**src/rtl/xbar_pkg.sv**
```systemverilog
// Shared crossbar definitions: command encoding and the slave-port FSM states.
package xbar_pkg;

  localparam logic CMD_READ  = 1'b0;
  localparam logic CMD_WRITE = 1'b1;

  typedef enum logic [1:0] {
    ST_IDLE    = 2'd0,
    ST_ISSUE   = 2'd1,
    ST_WAIT_RD = 2'd2
  } slv_state_e;

endpackage

```
**src/rtl/xbar_slave_port_if.sv**
```systemverilog
// Bundle of master-side fan-in and slave-side signals around one slave port.
// The slave modport is the port logic's view; master is the surrounding
// environment (master fan-in plus the attached slave).
interface xbar_slave_port_if #(
  parameter int NUM_MASTERS = 2,
  parameter int DATA_W      = 32,
  parameter int ADDR_W      = 32,
  parameter int SLV_ADDR_W  = 31
);
  logic [NUM_MASTERS-1:0]        master_req;
  logic [NUM_MASTERS-1:0]        master_cmd;
  logic [NUM_MASTERS*ADDR_W-1:0] master_addr;
  logic [NUM_MASTERS*DATA_W-1:0] master_wdata;
  logic [NUM_MASTERS-1:0]        ack_o;
  logic [NUM_MASTERS-1:0]        err_o;
  logic [NUM_MASTERS-1:0]        rvalid_o;
  logic [DATA_W-1:0]             rdata_o;
  logic                          req;
  logic                          cmd;
  logic [SLV_ADDR_W-1:0]         addr;
  logic [DATA_W-1:0]             wdata;
  logic                          ack_i;
  logic [DATA_W-1:0]             rdata_i;

  modport slave (
    input  master_req, master_cmd, master_addr, master_wdata, ack_i, rdata_i,
    output ack_o, err_o, rvalid_o, rdata_o, req, cmd, addr, wdata
  );

  modport master (
    output master_req, master_cmd, master_addr, master_wdata, ack_i, rdata_i,
    input  ack_o, err_o, rvalid_o, rdata_o, req, cmd, addr, wdata
  );
endinterface

```
**src/rtl/xbar_rr_arbiter.sv**
```systemverilog
// Combinational round-robin arbiter: the first requester found searching
// upward from ptr+1 (wrapping) wins.
module xbar_rr_arbiter #(
  parameter int N     = 2,
  parameter int IDX_W = 1
) (
  input  logic [N-1:0]     req_vec,
  input  logic [IDX_W-1:0] ptr,
  output logic [N-1:0]     gnt_oh,
  output logic [IDX_W-1:0] gnt_idx,
  output logic             gnt_vld
);

  // Rotating priority search; once a winner is found later candidates are masked off.
  always_comb begin : p_search
    int               cand_s;
    logic [IDX_W-1:0] cand_idx_s;
    logic             hit_s;
    cand_s     = 0;
    cand_idx_s = '0;
    hit_s      = 1'b0;
    gnt_oh     = '0;
    gnt_idx    = '0;
    gnt_vld    = 1'b0;
    for (int off = 1; off <= N; off++) begin
      cand_s          = (int'(ptr) + off) % N;
      cand_idx_s      = IDX_W'(cand_s);
      hit_s           = !gnt_vld && req_vec[cand_idx_s];
      gnt_oh[cand_idx_s] = gnt_oh[cand_idx_s] | hit_s;
      gnt_idx         = hit_s ? cand_idx_s : gnt_idx;
      gnt_vld         = gnt_vld | hit_s;
    end
  end

endmodule

```
**src/rtl/xbar_slave_port.sv**
```systemverilog
// Slave-side crossbar port: round-robin grant among masters, one transaction
// at a time to the slave, ack/err/read data routed back to the granted master.
module xbar_slave_port
  import xbar_pkg::*;
#(
  parameter int NUM_MASTERS = 2,
  parameter int DATA_W      = 32,
  parameter int ADDR_W      = 32,
  parameter int SLV_ADDR_W  = 31,
  parameter int RD_LAT      = 1,
  parameter int TIMEOUT     = 0
) (
  input  logic              clk,
  input  logic              rst,
  xbar_slave_port_if.slave  bus
);

  localparam int IDX_W = (NUM_MASTERS > 1) ? $clog2(NUM_MASTERS) : 1;
  localparam int CNT_W = $clog2(RD_LAT + 1);
  localparam int TO_W  = (TIMEOUT > 0) ? $clog2(TIMEOUT + 1) : 1;

  slv_state_e              state_r, state_s;
  logic [IDX_W-1:0]        ptr_r, ptr_s;
  logic [NUM_MASTERS-1:0]  gnt_oh_r, gnt_oh_s;
  logic                    cmd_r, cmd_s;
  logic [SLV_ADDR_W-1:0]   addr_r, addr_s;
  logic [DATA_W-1:0]       wdata_r, wdata_s;
  logic                    req_r, req_s;
  logic [NUM_MASTERS-1:0]  ack_r, ack_s;
  logic [NUM_MASTERS-1:0]  err_r, err_s;
  logic [NUM_MASTERS-1:0]  rvalid_r, rvalid_s;
  logic [DATA_W-1:0]       rdata_r, rdata_s;
  logic [CNT_W-1:0]        rd_cnt_r, rd_cnt_s;
  logic [TO_W-1:0]         to_cnt_r, to_cnt_s;

  logic [NUM_MASTERS-1:0]  elig_s;
  logic [NUM_MASTERS-1:0]  arb_oh_s;
  logic [IDX_W-1:0]        arb_idx_s;
  logic                    arb_vld_s;

  // A master acknowledged this cycle may still hold its request; keep it out.
  assign elig_s = bus.master_req & ~ack_r;

  xbar_rr_arbiter #(.N(NUM_MASTERS), .IDX_W(IDX_W)) u_arb (
    .req_vec (elig_s),
    .ptr     (ptr_r),
    .gnt_oh  (arb_oh_s),
    .gnt_idx (arb_idx_s),
    .gnt_vld (arb_vld_s)
  );

  // Next-state and next-output logic; pulse outputs default low every cycle.
  always_comb begin
    state_s  = state_r;
    ptr_s    = ptr_r;
    gnt_oh_s = gnt_oh_r;
    cmd_s    = cmd_r;
    addr_s   = addr_r;
    wdata_s  = wdata_r;
    req_s    = req_r;
    ack_s    = '0;
    err_s    = '0;
    rvalid_s = '0;
    rdata_s  = rdata_r;
    rd_cnt_s = rd_cnt_r;
    to_cnt_s = to_cnt_r;
    case (state_r)
      ST_IDLE: begin
        if (arb_vld_s) begin
          gnt_oh_s = arb_oh_s;
          ptr_s    = arb_idx_s;
          cmd_s    = bus.master_cmd[arb_idx_s];
          addr_s   = bus.master_addr[int'(arb_idx_s)*ADDR_W +: SLV_ADDR_W];
          wdata_s  = bus.master_wdata[int'(arb_idx_s)*DATA_W +: DATA_W];
          req_s    = 1'b1;
          to_cnt_s = '0;
          state_s  = ST_ISSUE;
        end else begin
          state_s  = ST_IDLE;
        end
      end
      ST_ISSUE: begin
        if (bus.ack_i) begin
          req_s = 1'b0;
          ack_s = gnt_oh_r;
          if (cmd_r == CMD_WRITE) begin
            state_s = ST_IDLE;
          end else begin
            rd_cnt_s = CNT_W'(RD_LAT);
            state_s  = ST_WAIT_RD;
          end
        end else if ((TIMEOUT > 0) && (to_cnt_r == TO_W'(TIMEOUT - 1))) begin
          req_s   = 1'b0;
          ack_s   = gnt_oh_r;
          err_s   = gnt_oh_r;
          state_s = ST_IDLE;
        end else begin
          to_cnt_s = to_cnt_r + TO_W'(1);
        end
      end
      ST_WAIT_RD: begin
        // Counter reaches 1 in exactly the cycle the slave drives valid data.
        if (rd_cnt_r == CNT_W'(1)) begin
          rdata_s  = bus.rdata_i;
          rvalid_s = gnt_oh_r;
          state_s  = ST_IDLE;
        end else begin
          rd_cnt_s = rd_cnt_r - CNT_W'(1);
        end
      end
      default: begin
        req_s   = 1'b0;
        state_s = ST_IDLE;
      end
    endcase
  end

  // FSM state register.
  always_ff @(posedge clk or posedge rst) begin
    if (rst) state_r <= ST_IDLE;
    else     state_r <= state_s;
  end

  // Registered datapath and outputs; pointer resets so master 0 wins first.
  always_ff @(posedge clk or posedge rst) begin
    if (rst) begin
      ptr_r    <= IDX_W'(NUM_MASTERS - 1);
      gnt_oh_r <= '0;
      cmd_r    <= 1'b0;
      addr_r   <= '0;
      wdata_r  <= '0;
      req_r    <= 1'b0;
      ack_r    <= '0;
      err_r    <= '0;
      rvalid_r <= '0;
      rdata_r  <= '0;
      rd_cnt_r <= '0;
      to_cnt_r <= '0;
    end else begin
      ptr_r    <= ptr_s;
      gnt_oh_r <= gnt_oh_s;
      cmd_r    <= cmd_s;
      addr_r   <= addr_s;
      wdata_r  <= wdata_s;
      req_r    <= req_s;
      ack_r    <= ack_s;
      err_r    <= err_s;
      rvalid_r <= rvalid_s;
      rdata_r  <= rdata_s;
      rd_cnt_r <= rd_cnt_s;
      to_cnt_r <= to_cnt_s;
    end
  end

  assign bus.req      = req_r;
  assign bus.cmd      = cmd_r;
  assign bus.addr     = addr_r;
  assign bus.wdata    = wdata_r;
  assign bus.ack_o    = ack_r;
  assign bus.err_o    = err_r;
  assign bus.rvalid_o = rvalid_r;
  assign bus.rdata_o  = rdata_r;

endmodule

```
**src/flat_wrapper.sv**
```systemverilog
// flat-port wrapper written by rule: the top's interface ports become plain ports
module xbar_slave_port_flat import xbar_pkg::*;
#(
  parameter int NUM_MASTERS = 2,
  parameter int DATA_W      = 32,
  parameter int ADDR_W      = 32,
  parameter int SLV_ADDR_W  = 31,
  parameter int RD_LAT      = 1,
  parameter int TIMEOUT     = 0
)
  (clk, rst, bus_master_req, bus_master_cmd, bus_master_addr, bus_master_wdata, bus_ack_i, bus_rdata_i, bus_ack_o, bus_err_o, bus_rvalid_o, bus_rdata_o, bus_req, bus_cmd, bus_addr, bus_wdata);
  xbar_slave_port_if #(.NUM_MASTERS(NUM_MASTERS), .DATA_W(DATA_W), .ADDR_W(ADDR_W), .SLV_ADDR_W(SLV_ADDR_W)) bus_i ();
  input  logic clk;
  input  logic rst;
  input wire logic [$bits(bus_i.master_req)-1:0] bus_master_req;
  input wire logic [$bits(bus_i.master_cmd)-1:0] bus_master_cmd;
  input wire logic [$bits(bus_i.master_addr)-1:0] bus_master_addr;
  input wire logic [$bits(bus_i.master_wdata)-1:0] bus_master_wdata;
  input wire logic [$bits(bus_i.ack_i)-1:0] bus_ack_i;
  input wire logic [$bits(bus_i.rdata_i)-1:0] bus_rdata_i;
  output wire logic [$bits(bus_i.ack_o)-1:0] bus_ack_o;
  output wire logic [$bits(bus_i.err_o)-1:0] bus_err_o;
  output wire logic [$bits(bus_i.rvalid_o)-1:0] bus_rvalid_o;
  output wire logic [$bits(bus_i.rdata_o)-1:0] bus_rdata_o;
  output wire logic [$bits(bus_i.req)-1:0] bus_req;
  output wire logic [$bits(bus_i.cmd)-1:0] bus_cmd;
  output wire logic [$bits(bus_i.addr)-1:0] bus_addr;
  output wire logic [$bits(bus_i.wdata)-1:0] bus_wdata;
  assign bus_i.master_req = bus_master_req;
  assign bus_i.master_cmd = bus_master_cmd;
  assign bus_i.master_addr = bus_master_addr;
  assign bus_i.master_wdata = bus_master_wdata;
  assign bus_i.ack_i = bus_ack_i;
  assign bus_i.rdata_i = bus_rdata_i;
  assign bus_ack_o = bus_i.ack_o;
  assign bus_err_o = bus_i.err_o;
  assign bus_rvalid_o = bus_i.rvalid_o;
  assign bus_rdata_o = bus_i.rdata_o;
  assign bus_req = bus_i.req;
  assign bus_cmd = bus_i.cmd;
  assign bus_addr = bus_i.addr;
  assign bus_wdata = bus_i.wdata;
  xbar_slave_port #(.NUM_MASTERS(NUM_MASTERS), .DATA_W(DATA_W), .ADDR_W(ADDR_W), .SLV_ADDR_W(SLV_ADDR_W), .RD_LAT(RD_LAT), .TIMEOUT(TIMEOUT)) u_core (.clk(clk), .rst(rst), .bus(bus_i));
endmodule
```
**config.mk**
```make
export PLATFORM = sky130hd
export DESIGN_NAME = xbar_slave_port_flat
export DESIGN_NICKNAME = d
export VERILOG_FILES = /design/src/rtl/xbar_pkg.sv /design/src/rtl/xbar_slave_port_if.sv /design/src/rtl/xbar_rr_arbiter.sv /design/src/rtl/xbar_slave_port.sv /design/src/flat_wrapper.sv
export SDC_FILE = /design/constraint.sdc
export NUM_CORES = 1
export LEC_CHECK = 0
export BUFFER_PORTS_ARGS = -buffer_cell sky130_fd_sc_hd__buf_2
export CAP_MARGIN = 25
export CORE_UTILIZATION = 40
export CTS_BUF_LIST = sky130_fd_sc_hd__clkbuf_2 sky130_fd_sc_hd__clkbuf_4 sky130_fd_sc_hd__clkbuf_8
export CTS_CLUSTER_SIZE = 30
export DETAILED_ROUTE_END_ITERATION = 6
export PLACE_DENSITY = 0.79
export SKIP_CTS_REPAIR_TIMING = 1
export SYNTH_ARGS = -nofsm -noshare
export SYNTH_HDL_FRONTEND = slang
export SYNTH_SLANG_ARGS = --single-unit
export TNS_END_PERCENT = 50
```
**constraint.sdc**
```tcl
create_clock -name clk -period 5.1 [get_ports clk]
set_input_delay 0.255 -clock clk [delete_from_list [all_inputs] [get_ports clk]]
set_output_delay 0.255 -clock clk [all_outputs]
set_load 0.03 [all_outputs]
```
==> results of run 1 <==
==> flip-flops by register name (all words and copies together), names as in the netlist <==
name / flops
u_core.bus.ack_o: 2
u_core.bus.addr: 31
u_core.bus.cmd: 1
u_core.bus.rdata_o: 32
u_core.bus.req: 1
u_core.bus.rvalid_o: 2
u_core.bus.wdata: 32
u_core.gnt_oh_r: 2
u_core.ptr_r: 1
u_core.rd_cnt_r: 1
u_core.state_r: 2
==> power by group through the flow <==
stage | registers, mW | clock network [mW] | logic, mW
floorplan | 2.31 | 0 | 1.61
global placement | 1.55 | 0 | 2.95
detailed placement | 1.57 | 0 | 3.01
CTS | 1.56 | 0.578 | 3.00
global route | 1.61 | 0.606 | 3.18
finish | 1.55 | 0.559 | 3.00
==> worst max-delay path: cells and delay by family (launching register included) <==
family                 cells  cell delay [ns]
flip-flops                 1             1.04
AND/OR/NAND/NOR            1             0.93
buffers and inverters      1             0.63
AO/OA/AOI/OAI              2             0.43
==> worst min-delay path by stage <==
stage	endpoint	cells past startpoint
6_report	u_core.bus.rdata_o[4]$_DFFE_PP0P_	2
4_1_cts	u_core.bus.addr[4]$_DFFE_PP0P_	2
3_5_place_dp	u_core.bus.addr[4]$_DFFE_PP0P_	2
2_1_floorplan	u_core.state_r[0]$_DFFE_PP0P_	1
3_3_place_gp	u_core.bus.rdata_o[20]$_DFFE_PP0P_	2
5_1_grt	u_core.bus.rdata_o[3]$_DFFE_PP0P_	2
==> layer usage <==
| layer | vias to the layer above | global-route usage, % |
|---|---|---|
| li1 | 2371 | - |
| met1 | 2640 | 27.2 |
| met2 | 178 | 37.4 |
| met3 | 22 | 3.73 |
| met4 | 0 | 8.68 |
| met5 | - | 0 |
==> cell type report <==
cell class	instances	area share, %
clock inverters	7	1.13
clock buffers	9	1.59
flip-flops and latches	107	34.5
multi-input cells	317	40.7
well taps	211	3.40
repair buffers	276	18.4
inverters	4	0.225
==> cell families (layout without fill, tap and decap cells) <==
logic type | count (synthesis) | in the layout | synth area share, %
multiplexers | 32 | 32 | 5.74
flip-flops | 107 | 107 | 42.7
AND/OR/NAND/NOR | 82 | 82 | 10.5
AO/OA/AOI/OAI | 201 | 201 | 33.8
buffers and inverters | 73 | 296 | 7.22
other | 1 | 2 | 0.0598
==> cell usage after synthesis, types with 2 or more instances <==
cell and n:
mux2_2 8, inv_1 4, nand2b_1 4, o21ai_0 67, buf_2 24, a2bb2oi_1 15, buf_6 3, a221oi_2 48
a2bb2oi_2 49, buf_12 5, mux2_1 24, nor2_1 6, clkbuf_1 27, nand3b_1 2, a221oi_1 16, buf_4 9
and3b_1 65, o2bb2ai_1 2, dfrtp_1 106, nand2_1 2
==> per-stage QoR <==
stage                     area [um2]  worst slack (ns)  utilization [%]  std cells
after floorplan                 6280              2.03                -        497
after global routing            7770              1.72             50.9        931
after CTS                       7730              1.91             50.7        929
after global placement          7520              2.02             49.3        913
after detailed placement        7520              1.95             49.3        913
final                           7770              1.96             50.9        931
==> results.yml, run 1 <==
worst_setup_path:
  cp_slowest_cell: "dfrtp_2"
  critical_path_required_ns: 5.43
  critPathCapture: "u_core.bus.wdata[6]$_DFFE_PP0P_"
  start_kind: "register"
  rr_endpoint: "u_core.bus.wdata[6]$_DFFE_PP0P_"
  r2r_cells: 4
  r2r_slack_ns: 1.96
  crit_fanout: 80
  r2r_start: "u_core.bus.ack_o[1]$_DFF_PP0_"
  crit_path_start: "u_core.bus.ack_o[1]$_DFF_PP0_"
  crit_arrival_ns: 3.47
  critical_path_class: "register to register"
  cp_slowest_stage_delay_ns: 1.04
  crit_path_end_kind: "register"
  crit_chain: "nand2b_4 -> buf_4 -> o21ai_0 -> a2bb2oi_2"
sta:
  rsz0062_at_grt: "false"
  final_hold_viol_count: 0
  finClkSkew_ns: 0.0139
  slew_viol_final: 0
  min_period_over_period_pct: 61.5
  tightest_slew_ns: 0.996
  max_freq_ghz: 0.319
  holdWs_ns: 0.0501
  setup_tns_ns: 0
  setup_viol: 0
  layout_min_cycle_time_ns: 3.14
  max_slew_margin_pct: 33.6
finish:
  nets: 882
  regArea_um2: 2680
  n_fill_cell: 1386
  layout_common_cells: "buf_2, dfrtp_1, o21ai_0, and3b_1, a2bb2oi_2"
  mostFrequentLayoutCell: "buf_2"
  n_antenna_cell: 0
  multiInputGateArea_um2: 3170
  area_growth_pct: 23.8
  layout-drive-gt1-share_pct: 56.3
synth:
  synth_warnings: 0
  synthArstFlopShare_pct: 100
  synth_top_cell_by_area: "dfrtp_1"
  yosysSeqAreaShare_pct: 42.7
  ys_ff_latch: 107
  synthTopCellsByArea: "dfrtp_1, a2bb2oi_2, a221oi_2"
  yosys.area.top_type_share_pct: 42.3
  syn_area_um2: 6270
  synth.avg_cell_area_um2: 12.7
  ys_types: 30
  synth_edf_count: 0
  synthFlopType: "dfrtp_1"
  netlist_instances: 496
global_routing:
  grt_antenna_before_repair: 0
  grt-ovfl-total: 0
  grt_max_degree: 81
  grt_pass1_vias: 5277
  grt_pass1_wl_um: 27500
  globalRouteTotalUtil_pct: 21.7
route:
  drtAntennaViolNets: 0
  finalWirelength_um: 17300
  drt_iter0_drc: 258
  wl_per_cell_um: 18.6
  top_layer_used: "met4"
  drc: 0
  wl_met2_um: 8580
  via_per_inst: 5.60
  drtPass1Iterations: 4
  via_count: 5211
  drt-met1-wl_um: 7550
  wl_met3_um: 863
cts:
  cts_buffer_depth: 2
  cts_buffers: 9
  cts_tree: "built"
  cts_root_buffer: "clkbuf_8"
  htreeDepth: 3
  clk_pin_slew_ns: 0.13
  clock_latency_ns: 0.40
  clock-sinks: 107
floorplanning:
  fp.dieArea_um2: 16200
  core_area_um2: 15300
  io_pins: 270
  initial_core_util_pct: 41.1
  die_y_um: 127
  fp-row-count: 45
  die_w_um: 127
min_path:
  hold_class: "input port to register"
  hp-start: "bus_rdata_i[4]"
pwr:
  p_comb_share_pct: 58.7
  p_clk_share_pct: 10.9
  p_int_mw: 2.65
  leakagePower_nw: 3.55
  power.switching_mw: 2.47
  pwr-share-seq_pct: 30.4
  ir_drop_uv: 348
  total_power_mw: 5.12
  power_density_nw_per_um2: 658
  switching_share_pct: 48.2
placement:
  gp_congestion: 0.730
  io_buffers: 265
  dp_hpwl_um: 11100
status:
  status: "finished, final reports clean"
run:
  cap_viol_max_count: 0
Note: power is estimated with default switching activity, not from simulation.
==> run 2: changes to the inputs <==
==> constraint.sdc (replaced) <==
create_clock -name clk -period 2.9 [get_ports clk]
set_input_delay 0.145 -clock clk [delete_from_list [all_inputs] [get_ports clk]]
set_output_delay 0.145 -clock clk [all_outputs]
set_load 0.03 [all_outputs]
==> results.yml, run 2 (synthesis gave the netlist of run 1 again) <==
sta:
  slew_viol_final: 0
  min_period_over_period_pct: 66.8
  setup_viol: 0
  rsz0062_at_grt: "false"
  finClkSkew_ns: 0.0148
  max_freq_ghz: 0.516
  max_slew_margin_pct: 44.2
  final_hold_viol_count: 0
  setup_tns_ns: 0
  tightest_slew_ns: 0.835
  layout_min_cycle_time_ns: 1.94
route:
  drtPass1Iterations: 4
  drtAntennaViolNets: 0
  drc: 0
  finalWirelength_um: 18000
  via_per_inst: 5.50
  via_count: 5364
  drt_iter0_drc: 230
  wl_per_cell_um: 18.4
finish:
  area_growth_pct: 31.7
  mostFrequentLayoutCell: "buf_2"
  layout-drive-gt1-share_pct: 53.7
  n_antenna_cell: 0
  layout_common_cells: "buf_2, dfrtp_1, o21ai_0, and3b_1, a2bb2oi_2"
  fin_util_pct: 54.2
  nets: 927
  design_area_um2: 8260
worst_setup_path:
  crit_chain: "or2_4 -> buf_4 -> a221oi_1 -> a2bb2oi_1"
  crit_path_start: "u_core.state_r[1]$_DFFE_PP0P_"
  r2r_start: "u_core.state_r[1]$_DFFE_PP0P_"
  crit_path_end_kind: "register"
  critical_path_class: "register to register"
  critical_path_required_ns: 3.20
  cp_num_buf_inv: 1
  start_kind: "register"
  crit_fanout: 44
  crit_arrival_ns: 2.24
  critical_path.top_delay_family: "simple AND/OR/NAND/NOR gates"
  cp_slowest_stage_delay_ns: 0.62
  cp_slowest_cell: "or2_4"
cts:
  clk_pin_slew_ns: 0.12
  cts_root_buffer: "clkbuf_8"
  clock-sinks: 107
  cts_tree: "built"
  cts_buffers: 9
  cts_buffer_depth: 2
  clock_latency_ns: 0.39
  htreeDepth: 3
min_path:
  hp-start: "bus_master_wdata[23]"
  hold_class: "input port to register"
global_routing:
  grt_pass1_vias: 5130
  grt-ovfl-total: 0
  use_met1_pct: 27.5
  globalRouteTotalUtil_pct: 21.5
  grt_antenna_before_repair: 0
  grt_pass1_wl_um: 27200
  grt_max_degree: 71
  busiest_layer: "met2"
  use_met2_pct: 36.9
  grt_use_met3_pct: 3.31
floorplanning:
  initial_core_util_pct: 41.1
  fp.dieArea_um2: 16200
  io_pins: 270
  core_area_um2: 15300
  die_w_um: 127
  fp-row-count: 45
  die_y_um: 127
pwr:
  leakagePower_nw: 3.76
  ir_drop_uv: 607
  power_density_nw_per_um2: 1100
status:
  status: "finished, final reports clean"
placement:
  io_buffers: 265
  gp_congestion: 0.743
  dp_hpwl_um: 11500
  placed_area_um2: 7650
run:
  cap_viol_max_count: 0
run 2: cell types whose count changed in the layout (fill, tap and decap cells not counted), sizes merged:
cell and delta:
dlygate4sd3 +39, buf +6, clkinv +1, inv -1
run 2: worst paths after layout:
check | endpoint | slack, ns | depth (start not counted)
hold reg to reg | u_core.bus.req$_DFFE_PP0P_ | 0.49 | 2
setup reg to reg | u_core.bus.addr[30]$_DFFE_PP0P_ | 0.96 | 4
hold / removal | u_core.bus.wdata[23]$_DFFE_PP0P_ | 0.008 | 3
setup / recovery | u_core.bus.addr[30]$_DFFE_PP0P_ | 0.96 | 4
min in group asynchronous | u_core.bus.addr[3]$_DFFE_PP0P_ | 0.34 | 3
max in group asynchronous | u_core.bus.wdata[11]$_DFFE_PP0P_ | 1.86 | 4
run 2: layer usage:
metal  part of all wire (%)  vias up  wire length (um)
li1                       -     2466                 -
met1                     43     2656              7720
met2                     50      218              9000
met3                    4.9       24               877
met4                    2.0        0               362
met5                      0        -                 0
run 2: cell type report:
| cell class | count | area (um2) |
|---|---|---|
| Fill cell | 1315 | 7000 |
| Multi-Input combinational cell | 317 | 3170 |
| Sequential cell | 107 | 2680 |
| Timing Repair Buffer | 321 | 1920 |
| Tap cell | 211 | 264 |
| Clock buffer | 9 | 124 |
| Clock inverter | 7 | 88.8 |
| Inverter | 4 | 18.8 |
run 2: where the power goes:
part	switching (mW)	leakage (nW)	total (mW)	internal, mW
logic	3.27	2.43	5.45	2.18
clock network	0.625	0.106	0.977	0.352
registers	0.462	1.22	2.70	2.23
run 2: stage by stage:
stage,hold slack (ns),worst slack (ns),cells,power [mW]
2_1_floorplan,0.252,1.31,497,6.90
3_3_place_gp,0.221,1.01,920,8.05
3_5_place_dp,0.218,0.968,920,8.15
4_1_cts,-0.230,0.951,936,9.13
5_1_grt,0.00134,0.806,976,9.62
6_report,0.00819,0.962,976,9.12
run 2: worst reg2reg max path, stage by stage (launching register included):
cell and delay, ns:
dfrtp_1 0.41, or2_4 0.62, buf_4 0.55, a221oi_1 0.10, a2bb2oi_1 0.18
==> run 3: changes to the inputs <==
==> constraint.sdc (replaced) <==
create_clock -name clk -period 1.8 [get_ports clk]
set_input_delay 0.09 -clock clk [delete_from_list [all_inputs] [get_ports clk]]
set_output_delay 0.09 -clock clk [all_outputs]
set_load 0.03 [all_outputs]
==> results.yml, run 3 (synthesis gave the netlist of run 1 again) <==
cts:
  cts_root_buffer: "clkbuf_8"
  htreeDepth: 3
  cts_buffers: 9
  clk_pin_slew_ns: 0.12
  cts_tree: "built"
  clock_latency_ns: 0.40
  clock-sinks: 107
  cts_buffer_depth: 2
sta:
  layout_min_cycle_time_ns: 1.57
  tightest_slew_ns: 0.560
  slew_viol_final: 0
  min_period_over_period_pct: 87.0
  rsz0062_at_grt: "false"
  max_freq_ghz: 0.638
  final_hold_viol_count: 0
  setup_viol: 0
  setup_tns_ns: 0
  finClkSkew_ns: 0.0172
  max_slew_margin_pct: 62.7
route:
  drt_iter0_drc: 250
  finalWirelength_um: 19100
  wl_per_cell_um: 18.4
  drtPass1Iterations: 6
  drtAntennaViolNets: 0
  via_count: 5663
  via_per_inst: 5.46
  drc: 0
finish:
  n_fill_cell: 1237
  instances_no_fill: 1038
  area_growth_pct: 41.8
  layout_common_cells: "buf_2, dfrtp_1, dlygate4sd3_1, o21ai_0, and3b_1"
  layout-drive-gt1-share_pct: 50.5
  mostFrequentLayoutCell: "buf_2"
  nets: 987
floorplanning:
  die_w_um: 127
  die_y_um: 127
  fp-row-count: 45
  initial_core_util_pct: 41.1
  fp.dieArea_um2: 16200
  core_area_um2: 15300
  io_pins: 270
global_routing:
  grt_pass1_wl_um: 27500
  globalRouteTotalUtil_pct: 21.7
  grt_max_degree: 68
  grt-ovfl-total: 0
  grt_antenna_before_repair: 1
  grt_pass1_vias: 5290
worst_setup_path:
  cp_slowest_stage_delay_ns: 0.43
  cp_slowest_cell: "dfrtp_1"
  cp_num_buf_inv: 1
  critical_path_required_ns: 2.07
  crit_fanout: 35
  critical_path.top_delay_family: "flip-flops"
  critical_path_class: "register to register"
  crit_path_end_kind: "register"
  crit_arrival_ns: 1.84
  start_kind: "register"
  crit_chain: "or2_4 -> buf_4 -> a221oi_1 -> a2bb2oi_1"
placement:
  io_buffers: 265
  dp_hpwl_um: 11700
  gp_congestion: 0.771
  dp.cells: 926
run:
  cap_viol_max_count: 0
pwr:
  power_density_nw_per_um2: 1690
  leakagePower_nw: 4.04
  ir_drop_uv: 1050
status:
  status: "finished, final reports clean"
min_path:
  hold_class: "input port to register"
[run 3: cell count changes in the layout (fill, tap and decap cells not counted), sizes merged]
cell,before,now
bufinv,0,1
diode,0,2
clkinv,4,2
buf,281,287
clkbuf,9,10
dlygate4sd3,40,94
[run 3: area by class of cell]
cell class,instances,area (um2),share of cell area [%]
clock inverters,6,91.3,1.03
repair buffers,381,2530,28.5
inverters,4,18.8,0.211
flip-flops and latches,107,2680,30.1
clock buffers,10,138,1.55
multi-input cells,317,3170,35.6
diodes,2,5.00,0.0563
well taps,211,264,2.97
[run 3: path summary, 6_finish.rpt]
| path | end | start | slack (ns) | cells after the start |
|---|---|---|---|---|
| min in group asynchronous | u_core.bus.addr[6]$_DFFE_PP0P_ | rst | 0.37 | 4 |
| worst min register to register | u_core.bus.req$_DFFE_PP0P_ | u_core.bus.req$_DFFE_PP0P_ | 0.50 | 2 |
| worst min-delay path | u_core.bus.wdata[1]$_DFFE_PP0P_ | bus_master_wdata[1] | 0.006 | 3 |
| worst max-delay path | u_core.bus.wdata[31]$_DFFE_PP0P_ | u_core.state_r[0]$_DFFE_PP0P_ | 0.23 | 4 |
| max in group asynchronous | u_core.bus.ack_o[1]$_DFF_PP0_ | rst | 0.95 | 4 |
| worst max register to register | u_core.bus.wdata[31]$_DFFE_PP0P_ | u_core.state_r[0]$_DFFE_PP0P_ | 0.23 | 4 |
[run 3: through the flow]
| stage | util, % | hold WS [ns] | power (mW) | worst slack [ns] | instance area, um2 |
|---|---|---|---|---|---|
| 3_5_place_dp | 50.6 | 0.244 | 13.2 | 0.245 | 7720 |
| 5_1_grt | 58.3 | 0.00232 | 15.8 | 0.139 | 8890 |
| 2_1_floorplan | - | 0.197 | 11.1 | 0.207 | 6280 |
| 6_report | 58.3 | 0.00574 | 15.0 | 0.234 | 8890 |
| 3_3_place_gp | 50.6 | 0.231 | 13.0 | 0.303 | 7720 |
| 4_1_cts | 52.1 | -0.207 | 14.9 | 0.246 | 7950 |
[run 3: worst reg2reg max path, cell delays in order, from the launching register on]
cell and delay [ns]:
dfrtp_1 0.43, or2_4 0.28, buf_4 0.28, a221oi_1 0.34
a2bb2oi_1 0.10
[run 3: layer usage]
| metal | part of all wire [%] | wire length, um | global-route usage, % | vias to the layer above |
|---|---|---|---|---|
| li1 | - | - | - | 2579 |
| met1 | 41 | 7770 | 26.3 | 2818 |
| met2 | 52 | 9880 | 37.9 | 236 |
| met3 | 6.1 | 1160 | 5.82 | 30 |
| met4 | 1.5 | 296 | 5.67 | 0 |
| met5 | 0 | 0 | 0 | - |
[run 3: power by group]
group          leakage (nW)  internal (mW)  switching (mW)
clock                 0.115          0.725           0.967
combinational          2.70           3.62            5.35
sequential             1.22           3.60           0.762
